--- src/rtl/cal_meas.sv ---
// Drive-frequency calibration front end: averages 2**LOG2_NPER phase periods and
// captures the peak ADC current over the same window, publishing both with a go strobe.
module cal_meas #(
    parameter int LOG2_NPER = 2,
    parameter int TIMEOUT   = 65535
) (
    input  logic        clk,
    input  logic        rst_n,
    input  logic        start,
    input  logic        phase_in,
    input  logic        adc_valid,
    input  logic [15:0] adc_data,
    output logic        go,
    output logic [15:0] curr,
    output logic [15:0] per,
    output logic        busy,
    output logic        timeout
);
    localparam int DATA_W = 16;
    localparam int ACC_W  = DATA_W + LOG2_NPER;
    localparam int ECNT_W = LOG2_NPER + 1;
    localparam int NPER   = 1 << LOG2_NPER;
    localparam logic [DATA_W-1:0] TMO       = DATA_W'(TIMEOUT);
    localparam logic [DATA_W-1:0] TMO_M1    = DATA_W'(TIMEOUT - 1);
    localparam logic [ECNT_W-1:0] ECNT_LAST = ECNT_W'(NPER - 1);

    typedef enum logic [1:0] {IDLE, ARM, MEAS, DONE} state_t;
    state_t state, state_nxt;

    logic              sync_p0, sync_p1, sync_p2, edge_p3;
    logic [DATA_W-1:0] pcnt;
    logic [DATA_W-1:0] peak;
    logic [ACC_W-1:0]  acc_per;
    logic [ACC_W-1:0]  acc_nxt;
    logic [ECNT_W-1:0] ecnt;
    logic              arm_exp, meas_exp, close;

    function automatic logic [DATA_W-1:0] peak_upd(input logic [DATA_W-1:0] cur,
                                                   input logic              vld,
                                                   input logic [DATA_W-1:0] smp);
        return (vld && (smp > cur)) ? smp : cur;
    endfunction

    function automatic logic [DATA_W-1:0] mean_trunc(input logic [ACC_W-1:0] acc);
        return DATA_W'(acc >> LOG2_NPER);
    endfunction

    // Stage p0..p2: synchroniser plus delay tap; p3: registered rising-edge strobe
    always_ff @(posedge clk or negedge rst_n) begin
        if (!rst_n) begin
            sync_p0 <= 1'b0;
            sync_p1 <= 1'b0;
            sync_p2 <= 1'b0;
            edge_p3 <= 1'b0;
        end else begin
            sync_p0 <= phase_in;
            sync_p1 <= sync_p0;
            sync_p2 <= sync_p1;
            edge_p3 <= sync_p1 & ~sync_p2;
        end
    end

    assign acc_nxt = acc_per + ACC_W'(pcnt);
    assign busy    = (state != IDLE);
    assign go      = (state == DONE);

    always_comb begin
        state_nxt = state;
        arm_exp   = 1'b0;
        meas_exp  = 1'b0;
        close     = 1'b0;
        case (state)
            IDLE: if (start) state_nxt = ARM;
            ARM: begin
                if (edge_p3) begin
                    state_nxt = MEAS;
                end else if (pcnt == TMO_M1) begin
                    arm_exp   = 1'b1;
                    state_nxt = IDLE;
                end
            end
            MEAS: begin
                if (edge_p3) begin
                    if (ecnt == ECNT_LAST) begin
                        close     = 1'b1;
                        state_nxt = DONE;
                    end
                end else if (pcnt == TMO) begin
                    meas_exp  = 1'b1;
                    state_nxt = IDLE;
                end
            end
            DONE:    state_nxt = IDLE;
            default: state_nxt = IDLE;
        endcase
    end

    // Outputs are loaded on the closing edge so they are already valid while go is high
    always_ff @(posedge clk or negedge rst_n) begin
        if (!rst_n) begin
            state   <= IDLE;
            pcnt    <= '0;
            peak    <= '0;
            acc_per <= '0;
            ecnt    <= '0;
            per     <= '0;
            curr    <= '0;
            timeout <= 1'b0;
        end else begin
            state <= state_nxt;
            case (state)
                IDLE: begin
                    if (start) begin
                        timeout <= 1'b0;
                        peak    <= '0;
                        acc_per <= '0;
                        ecnt    <= '0;
                        pcnt    <= '0;
                    end
                end
                ARM: begin
                    pcnt <= edge_p3 ? DATA_W'(1) : pcnt + 1'b1;
                    if (arm_exp) timeout <= 1'b1;
                end
                MEAS: begin
                    peak <= peak_upd(peak, adc_valid, adc_data);
                    if (edge_p3) begin
                        acc_per <= acc_nxt;
                        ecnt    <= ecnt + 1'b1;
                        pcnt    <= DATA_W'(1);
                    end else begin
                        pcnt    <= pcnt + 1'b1;
                    end
                    if (meas_exp) timeout <= 1'b1;
                    if (close) begin
                        per  <= mean_trunc(acc_nxt);
                        curr <= peak_upd(peak, adc_valid, adc_data);
                    end
                end
                default: ;
            endcase
        end
    end
endmodule

--- config.mk ---
export PLATFORM = sky130hd
export DESIGN_NAME = cal_meas
export DESIGN_NICKNAME = d
export VERILOG_FILES = /design/src/rtl/cal_meas.sv
export SDC_FILE = /design/constraint.sdc
export NUM_CORES = 1
export LEC_CHECK = 0
export BUFFER_PORTS_ARGS = -buffer_cell sky130_fd_sc_hd__buf_2
export CAP_MARGIN = 20
export CORE_ASPECT_RATIO = 0.75
export CORE_UTILIZATION = 30
export DETAILED_ROUTE_END_ITERATION = 10
export PLACE_DENSITY = 0.52
export SLEW_MARGIN = 10
export SYNTH_ARGS = -nofsm -noshare
export SYNTH_HDL_FRONTEND = slang
export SYNTH_SLANG_ARGS = --single-unit
--- constraint.sdc ---
create_clock -name clk -period 2.6 [get_ports clk]
set_clock_uncertainty 0.15 [all_clocks]
set_input_delay 0.52 -clock clk [delete_from_list [all_inputs] [get_ports clk]]
set_output_delay 0.52 -clock clk [all_outputs]
set_load 0.02 [all_outputs]
==> results.sh <==
export IMPL_setup_tns_ns=0
export IMPL_worst_pin_slew_ns=0.808
export IMPL_syn_nets=590
export IMPL_dieWidth_um=154
export IMPL_end_kind="flip-flop"
export IMPL_p_leak_nw=3.09
export IMPL_synthTopCellsByArea="dfrtp_1 (44%), ha_1 (10%), o21ai_0 (5.5%), a22o_1 (4.7%), nand2_1 (4.0%)"
export IMPL_antenna_cells_inserted=0
export IMPL_syn_inst=526
export IMPL_outcome="finished, final reports clean"
export IMPL_first_pass_iters=4
export IMPL_boundaryPins=56
export IMPL_synth_top_cells_by_count="dfrtp_1 (92), o21ai_0 (57), nand2_1 (55), ha_1 (42)"
export IMPL_overflow=0
export IMPL_yosysMostFrequentCell="dfrtp_1"
export IMPL_drive_above_1_share=0.237
export IMPL_utilization=0.382
export IMPL_row_count=41
export IMPL_hold_viol=0
export IMPL_fp_dieH_um=116
export IMPL_clkSlewWorstSetupHoldPaths_ns=0.07
export IMPL_hold_class="in -> reg"
export IMPL_path_cells="ha_1 > o211ai_1 > a21oi_4 > o311a_4 > o21a_1 > or3_4 > a32o_1"
export IMPL_fmax_mhz=392
export IMPL_dieArea_sq_um=17900
export IMPL_grt_total_usage=0.153
export IMPL_criticalPathCategory="reg -> reg"
export IMPL_htreeDepth=3
export IMPL_intPower_mw=2.77
export IMPL_seqPwrFrac=0.383
export IMPL_core_area_sq_um=16900
export IMPL_vias=4190
export IMPL_rsz0062_at_grt="true"
export IMPL_grt_pass1_vias=4087
export IMPL_synth_top_cell_by_area="dfrtp_1"
export IMPL_p_comb_frac=0.297
export IMPL_syn_avg_cell_area_sq_um=9.91
export IMPL_cts_tree="built"
export IMPL_clock_sinks=92
export IMPL_synth_edff_count=0
export IMPL_drc=0
export IMPL_p_switching_mw=1.39
export IMPL_nFillCells=1690
export IMPL_place_congestion=0.790
export IMPL_multi_input_comb_area_sq_um=2820
export IMPL_power_per_cell_area_nw_per_um2=644
export IMPL_pwr_share_clk=0.320
export IMPL_period_needed_ns=2.55
export IMPL_avgViaCountPerCell=5.02
export IMPL_hpwl_um=9440
export IMPL_fin_nets=678
export IMPL_slowest_stage="o311a_4"
export IMPL_grt_pass1_wl_um=21400
export IMPL_crit_required_ns=2.69
export IMPL_arrival_ns=2.63
export IMPL_yosysUniqueCellTypes=54
export IMPL_finalSetupViolations=0
export IMPL_ff_latch_area_sq_um=2300
export IMPL_crit_fanout=3
export IMPL_antenna_found_initial=0
export IMPL_ys_seq_area_frac=0.442
export IMPL_ys_ff_latch=92
export IMPL_period_share=0.980
export IMPL_clock_path_buffers=2
export IMPL_grt_max_degree=49
export IMPL_area_delta_synth_final_pct=24.0
export IMPL_cp_start_kind="flip-flop"
export IMPL_drt_iter0_markers=267
export IMPL_synthArstFlopShare=1.00
export IMPL_clock_latency_ns=0.35
export IMPL_ys_flop_type="dfrtp_1"
export IMPL_slowest_delay_ns=0.40
export IMPL_wl_per_cell_um=15.6
export IMPL_ir_drop_v=0.000328
export IMPL_netlist_area_leader_share=0.442
export IMPL_drv_cap=0
export IMPL_netlist_area_sq_um=5210
export IMPL_numCtsBuffers=9
export IMPL_ant_nets=0
export IMPL_yosys_warnings=0
export IMPL_maxSlewHeadroom=0.459
export IMPL_routed_wl_um=13000
export IMPL_slew_viol_final=0
export IMPL_root_buffer="clkbuf_16"
export IMPL_initial_core_util=0.308
export IMPL_switching_share=0.335
export IMPL_place_port_buffers=55
[routing by layer]
layer | part of all wire | global-route usage
met1 | 0.53 | 0.222
met2 | 0.43 | 0.227
met3 | 0.032 | 0.0323
met4 | 0.012 | 0.0447
met5 | 0 | 0
[timing repair]
| action | 4_1_cts | 5_1_grt |
|---|---|---|
| pin swaps | 1 | 4 |
| buffers inserted | 0 | 4 |
| hold endpoints to repair | 24 | 0 |
| endpoints found under the setup margin | 1 | 36 |
| resized for setup | 0 | 21 |
| hold buffers | 1 | 0 |
[stage by stage]
stage	power (mW)	cell area, sq um	cells	hold WS [ns]	setup slack [ns]
after floorplan	2.37	5230	526	0.0744	0.00869
after global placement	2.79	6020	813	0.184	-0.112
after detailed placement	2.81	6020	813	0.189	-0.221
final	4.16	6470	834	0.123	0.0514
after global routing	4.43	6470	834	0.119	-0.0585
after CTS	4.17	6320	830	0.112	0.0190
[cells in the final DEF (no fill, tap or decap), types with 3 or more instances in the layout]
cell type   n
o21ai_1    13
buf_4      41
ha_1       38
o31ai_1     4
clkbuf_16   9
a22o_1     28
nand2_1    54
ha_4        3
nor2b_1     3
and2_1      5
a21oi_1    23
o211ai_1    4
inv_1      27
mux2_2      7
a21o_1      6
and4_1      4
nand4_1    10
nand3_1    11
nor2_1     17
xnor2_1     9
buf_12      4
xor2_1      6
o21a_1      4
o21ai_0    56
a31oi_1     5
mux2i_1    15
buf_2      54
dfrtp_1    92
nand2b_1    7
and3_1      8
[kinds of logic after synthesis]
logic type / synth area share
buffers and inverters: 0.0446
AO/OA/AOI/OAI: 0.213
AND/OR/NAND/NOR: 0.121
XOR/XNOR: 0.0252
adder cells (fa/ha/maj): 0.105
flip-flops: 0.442
multiplexers: 0.0499
[power groups by stage]
stage,registers [mW],logic [mW],clock network (mW)
after global routing,1.61,1.40,1.42
final,1.60,1.24,1.33
after global placement,1.62,1.17,0
after CTS,1.60,1.20,1.38
after detailed placement,1.62,1.19,0
after floorplan,1.62,0.752,0
[final timing paths]
kind / startpoint / cells after the start / slack (ns) / to
setup reg to reg: pcnt[3] / 7 / 0.05 / acc_per[10]
min in group asynchronous: rst_n / 2 / 0.48 / curr[1]
max in group asynchronous: rst_n / 3 / 1.21 / acc_per[10]
hold reg to reg: sync_p0 / 0 / 0.20 / sync_p1
hold / removal: phase_in / 1 / 0.12 / sync_p0
setup / recovery: pcnt[3] / 7 / 0.05 / acc_per[10]
[cell type report]
class	count	area share
Multi-Input combinational cell	381	0.435
Sequential cell	92	0.356
Timing Repair Buffer	101	0.105
Tap cell	215	0.0416
Clock buffer	10	0.0354
Inverter	29	0.0168
Clock inverter	6	0.00987
[sequential cells by signal, summed over array words and instances (netlist names)]
name / count
timeout: 1
acc_per: 18
pcnt: 16
sync_p2: 1
edge_p3: 1
ecnt: 3
curr: 16
peak: 16
per: 16
sync_p1: 1
state: 2
sync_p0: 1
[worst max-delay path, delay by kind of cell (launching register included)]
family / cells / cell delay [ns]
flip-flops: 1 / 0.39
AND/OR/NAND/NOR: 1 / 0.33
adder cells (fa/ha/maj): 1 / 0.34
AO/OA/AOI/OAI: 5 / 1.22
Note: power is estimated with default switching activity, not from simulation.
